**config.mk**
```make
export PLATFORM = sky130hd
export DESIGN_NAME = sipo_align_ctrl
export DESIGN_NICKNAME = d
export VERILOG_FILES = /design/src/rtl/sipo_align_pkg.sv /design/src/rtl/sipo_align_outreg.sv /design/src/rtl/sipo_align_ctrl.sv
export SDC_FILE = /design/constraint.sdc
export NUM_CORES = 1
export LEC_CHECK = 0
export ABC_CLOCK_PERIOD_IN_PS = 5300
export CORE_UTILIZATION = 64
export CTS_BUF_LIST = sky130_fd_sc_hd__clkbuf_4 sky130_fd_sc_hd__clkbuf_8
export CTS_CLUSTER_SIZE = 40
export DETAILED_ROUTE_END_ITERATION = 16
export PLACE_DENSITY = 0.95
export SLEW_MARGIN = 25
export SYNTH_ARGS = -nofsm -noshare
export SYNTH_HDL_FRONTEND = slang
export SYNTH_HIERARCHICAL = 1
export SYNTH_SLANG_ARGS = --single-unit
```
**constraint.sdc**
```tcl
create_clock -name clk -period 5.3 [get_ports clk]
set_clock_uncertainty 0.2 [all_clocks]
set_input_delay 0.795 -clock clk [delete_from_list [all_inputs] [get_ports clk]]
set_output_delay 0.795 -clock clk [all_outputs]
set_load 0.005 [all_outputs]
```
**src/rtl/sipo_align_pkg.sv**
```systemverilog
// Shared types and constants for the serial word-alignment controller.
package sipo_align_pkg;

  typedef enum logic [1:0] {
    HUNT,
    CONFIRM,
    LOCKED
  } align_state_t;

  localparam logic [9:0] K28_5_RDN = 10'h17C;
  localparam logic [9:0] K28_5_RDP = 10'h283;

  function automatic logic is_comma(input logic [9:0] w);
    return (w == K28_5_RDN) || (w == K28_5_RDP);
  endfunction

endpackage

```
**src/rtl/sipo_align_outreg.sv**
```systemverilog
// Holding register for aligned words: valid/ready handshake and sticky overflow.
// Optional macro SIPO_ALIGN_COMMA_DROP_EN ties word_is_comma low.
module sipo_align_outreg (
  input  logic       clk,
  input  logic       reset,
  input  logic       capture,
  input  logic [9:0] cap_word,
  input  logic       word_ready,
  input  logic       clr_ovf,
  output logic [9:0] word_out,
  output logic       word_valid,
  output logic       word_is_comma,
  output logic       ovf
);
  import sipo_align_pkg::*;

  logic drop;

  assign drop = capture && word_valid && !word_ready;

`ifdef SIPO_ALIGN_COMMA_DROP_EN
  assign word_is_comma = 1'b0;
`else
  assign word_is_comma = is_comma(word_out);
`endif

  // Load a new word when the slot is free or being emptied; otherwise release on acceptance
  always_ff @(posedge clk or negedge reset) begin
    if (!reset) begin
      word_out   <= '0;
      word_valid <= 1'b0;
    end else if (capture && !drop) begin
      word_out   <= cap_word;
      word_valid <= 1'b1;
    end else if (word_valid && word_ready) begin
      word_valid <= 1'b0;
    end
  end

  // Sticky overflow flag; a drop on the same edge as a clear keeps it set
  always_ff @(posedge clk or negedge reset) begin
    if (!reset) begin
      ovf <= 1'b0;
    end else if (drop) begin
      ovf <= 1'b1;
    end else if (clr_ovf) begin
      ovf <= 1'b0;
    end
  end

endmodule

```
**src/rtl/sipo_align_ctrl.sv**
```systemverilog
// K28.5 comma hunter and word-alignment FSM for the 10-bit deserialiser path.
// Optional macro SIPO_ALIGN_COMMA_DROP_EN: comma words are not delivered in LOCKED.
module sipo_align_ctrl #(
  parameter int CONFIRM_CNT = 3,
  parameter int LOSS_CNT    = 4,
  parameter int CONFIRM_TMO = 64
) (
  input  logic       clk,
  input  logic       reset,
  input  logic       en,
  input  logic       din,
  input  logic       din_valid,
  output logic [9:0] word_out,
  output logic       word_valid,
  input  logic       word_ready,
  output logic       word_is_comma,
  output logic       locked,
  output logic       lock_lost,
  output logic       ovf,
  input  logic       clr_ovf
);
  import sipo_align_pkg::*;

  localparam int TMO_W = $clog2(CONFIRM_TMO + 1);
  localparam logic [3:0]       CONF_TGT = 4'(CONFIRM_CNT);
  localparam logic [3:0]       LOSS_TGT = 4'(LOSS_CNT);
  localparam logic [TMO_W-1:0] TMO_TGT  = TMO_W'(CONFIRM_TMO);
  localparam logic [TMO_W-1:0] TMO_ONE  = TMO_W'(1);

  align_state_t     state;
  logic [9:0]       win;
  logic [9:0]       win_next;
  logic [3:0]       bit_cnt;
  logic [3:0]       conf_cnt;
  logic [3:0]       miss_cnt;
  logic [TMO_W-1:0] tmo_cnt;
  logic             comma_hit;
  logic             boundary;
  logic             capture;

  // Next window contents, comma/boundary detection and capture decision for this edge
  always_comb begin
    win_next  = {din, win[9:1]};
    comma_hit = din_valid && is_comma(win_next);
    boundary  = din_valid && (bit_cnt == 4'd9);
    capture   = en && boundary && (state == LOCKED);
`ifdef SIPO_ALIGN_COMMA_DROP_EN
    capture   = capture && !comma_hit;
`endif
  end

  // Serial shift window, oldest bit ends up in bit 0
  always_ff @(posedge clk or negedge reset) begin
    if (!reset) begin
      win <= '0;
    end else if (din_valid) begin
      win <= win_next;
    end
  end

  // Alignment FSM with its counters and registered status outputs
  always_ff @(posedge clk or negedge reset) begin
    if (!reset) begin
      state     <= HUNT;
      bit_cnt   <= '0;
      conf_cnt  <= '0;
      miss_cnt  <= '0;
      tmo_cnt   <= '0;
      locked    <= 1'b0;
      lock_lost <= 1'b0;
    end else begin
      lock_lost <= 1'b0;
      if (!en) begin
        state    <= HUNT;
        bit_cnt  <= '0;
        conf_cnt <= '0;
        miss_cnt <= '0;
        tmo_cnt  <= '0;
        locked   <= 1'b0;
        if (state == LOCKED) begin
          lock_lost <= 1'b1;
        end
      end else if (din_valid) begin
        bit_cnt <= (bit_cnt == 4'd9) ? 4'd0 : bit_cnt + 4'd1;
        case (state)
          HUNT: begin
            if (comma_hit) begin
              bit_cnt  <= '0;
              tmo_cnt  <= '0;
              miss_cnt <= '0;
              conf_cnt <= 4'd1;
              if (CONFIRM_CNT == 1) begin
                state  <= LOCKED;
                locked <= 1'b1;
              end else begin
                state <= CONFIRM;
              end
            end
          end
          CONFIRM: begin
            if (comma_hit && boundary) begin
              tmo_cnt  <= '0;
              conf_cnt <= conf_cnt + 4'd1;
              if (conf_cnt + 4'd1 == CONF_TGT) begin
                state    <= LOCKED;
                locked   <= 1'b1;
                miss_cnt <= '0;
              end
            end else if (comma_hit) begin
              state    <= HUNT;
              conf_cnt <= '0;
              tmo_cnt  <= '0;
            end else if (boundary) begin
              if (tmo_cnt + TMO_ONE == TMO_TGT) begin
                state    <= HUNT;
                conf_cnt <= '0;
                tmo_cnt  <= '0;
              end else begin
                tmo_cnt <= tmo_cnt + TMO_ONE;
              end
            end
          end
          LOCKED: begin
            if (comma_hit && boundary) begin
              miss_cnt <= '0;
            end else if (comma_hit) begin
              if (miss_cnt + 4'd1 == LOSS_TGT) begin
                state     <= HUNT;
                locked    <= 1'b0;
                lock_lost <= 1'b1;
                miss_cnt  <= '0;
                conf_cnt  <= '0;
              end else begin
                miss_cnt <= miss_cnt + 4'd1;
              end
            end
          end
          default: begin
            state  <= HUNT;
            locked <= 1'b0;
          end
        endcase
      end
    end
  end

  sipo_align_outreg u_outreg (
    .clk           (clk),
    .reset         (reset),
    .capture       (capture),
    .cap_word      (win_next),
    .word_ready    (word_ready),
    .clr_ovf       (clr_ovf),
    .word_out      (word_out),
    .word_valid    (word_valid),
    .word_is_comma (word_is_comma),
    .ovf           (ovf)
  );

endmodule

```
==> summary.txt <==
First-pass GRT wire length: 8.94 mm
Max cap viols: 0
CTS root buf: clkbuf_8
GRT Total Usage: 0.274
Final GP Congestion: 0.822
Hold Fails Final Rpt: 0
Post-layout min period: 3170 ps
Horiz. Die Dim: 64.8 µm
Post-Syn Instances: 242
CTS Sinks: 44
Fraction of registers with async set/reset: 1.00
CTS H-Tree Depth: 2
Gr ovfl total: 0
Syn Nets: 259
Hold_ws: 272 ps
TNS Setup: 0 ps
Combinational share of power: 0.126
Place WS: 1880 ps
Commonest cells in the netlist: dfrtp_1, nand2_1, mux2_2, inv_1, nand3_1
Leakage: 1.27 nW
Sequential share of power: 0.500
Residual DRC: 0
Ratio of cells with drive above 1 in the final layout: 0.163
Sw Pwr: 0.186 mW
Hold Path Class: input pin to asynchronous set/reset pin
CP required: 5320 ps
Fin. max-slew vios: 0
Starting Density: 0.680
Number of global-route vias before repair: 1892
Placed cell area: 2770 µm²
Fin cells: 312
Worst skew pair latency: 300 ps
# setup viols final: 0
I/O Pins: 22
Top cell type by total area after synthesis: dfrtp_1
Internal Power: 0.592 mW
Critical path type: input pin to flop
Max Freq: 316 MHz
Hpwl dp: 3.57 mm
Average size of a mapped cell: 10.4 µm²
Clk pin slew, worst setup/hold paths: 80 ps
Via count of the routed design: 1930
WP data arrival: 3180 ps
Ranking of synthesized cells by area: dfrtp_1, mux2_2, ha_1
Design Area, Final: 2900 µm²
WL per Instance: 16.1 µm
Post-synth top area share: 0.436
Outcome: complete, no violations
DIE AREA: 4200 µm²
Sequential area share after synthesis: 0.436
CTS Buf Count: 5
Area Growth Syn to Fin: 14.7%
Fin crit share: 0.598
Starting DRT DRC Count: 226
Rel. slew slack: 0.574
Reg2reg setup slack: 2820 ps
Largest net degree at the start of global routing: 45
Cell Pwr Density: 269 nW/µm²
Core Util, Final: 0.779
# Post-CTS Setup Buffers: 0
RSZ-0062 raised after global routing: no
Clock buffer depth: 2
Commonest register cell after synthesis: dfrtp_1
Worst Setup Start Kind: input pin
Post-CTS Hold Buffers: 0
VDD IR-drop max: 0.181 mV
Fill count: 245
Post-CTS sizing: 0
Core Area: 3720 µm²
Number of distinct library cells after synthesis: 63
Port Buf Inserts: 21
Slew @ Worst Pin: 637 ps
Total power: 0.778 mW
Drt first pass iters: 4
Antenna Cells: 0
Yosys warns: 6
Vias per cell: 6.19
Placed cell count: 305
Final WS setup: 2130 ps
Initial antenna violation count: 0
Clock network power share: 0.374
Routed Antenna Nets: 0
Placement row count: 22
Mapped Area: 2530 µm²
Synth Register Bits: 44
Routed WL: 5.01 mm
Sw frac: 0.239
Die Y: 64.8 µm
CTS tree: yes
Crit end category: flop
CP max FO: 17
Most common cell in the netlist: dfrtp_1
Number of synthesized flops with an enable pin: 0
Nets: 281
metal layers:
layer	vias up	GRT usage	routed length [µm]
met4	0	0.0944	87
li1	943	-	-
met2	48	0.439	2380
met1	928	0.367	2320
met5	-	0	0
met3	11	0.0599	222
worst max-delay path: stages:
cell and delay [ps]:
clkdlybuf4s50_1 880, and4_1 320, or2_1 390, a31oi_4 180
or4_1 440, o21ai_0 180
cells by family (layout without fill, tap and decap cells):
logic type	count (synthesis)	count (layout)	share of synthesized area
DFF	44	44	0.436
adders and majority gates	10	10	0.0495
buffers and inverters	20	42	0.0312
AOI/OAI and AO/OA	51	51	0.159
and+or+nand+nor	94	94	0.223
muxes	23	23	0.101
cell type report:
cell class	instances	area, µm²	area share
clock buffer	5	68.8	0.0238
clock inverter	2	60.1	0.0207
inverter	14	52.6	0.0181
multi-input combinational	178	1350	0.465
sequential	44	1100	0.380
tap	48	60.1	0.0207
timing repair buffer	21	208	0.0717
placed cells by master (no fill, tap or decap), types with 3 or more instances in the layout:
cell type         n
a21oi_1           5
a31o_2            3
and2_1            3
and3_1            4
clkbuf_8          5
clkdlybuf4s50_1  20
dfrtp_1          44
ha_1             10
inv_1            14
mux2_2           19
mux2i_1           4
nand2_1          21
nand3_1          13
nand4_1           4
nor2_1           12
nor2b_1           3
nor3_1            3
o21ai_0          10
o41ai_1           3
path summary, 6_finish.rpt:
| kind | endpoint | start | cells after the start |
|---|---|---|---|
| worst max-delay path | miss_cnt[2] | din_valid | 6 |
| worst max register to register | miss_cnt[2] | win[6] | 6 |
| worst min register to register | miss_cnt[3] | miss_cnt[3] | 1 |
| worst min-delay path | u_outreg/word_valid | reset | 1 |
| max in group asynchronous | tmo_cnt[1] | reset | 1 |
| min in group clk | miss_cnt[3] | miss_cnt[3] | 1 |
flip-flops by register name (all words and copies together) (netlist names):
name and cells:
bit_cnt 4, conf_cnt 4, lock_lost 1, locked 1
miss_cnt 4, state 2, tmo_cnt 7, u_outreg/ovf 1
u_outreg/word_out 10, u_outreg/word_valid 1, win 9
power by group through the flow:
stage | Sequential [mW] | Clock [mW] | Combinational (mW)
after CTS | 0.388 | 0.296 | 0.0976
after floorplan | 0.385 | 0 | 0.0736
after detailed placement | 0.395 | 0 | 0.0960
after global placement | 0.392 | 0 | 0.0945
final | 0.389 | 0.291 | 0.0978
after global routing | 0.393 | 0.312 | 0.110
(Power assumes the default switching activity.)
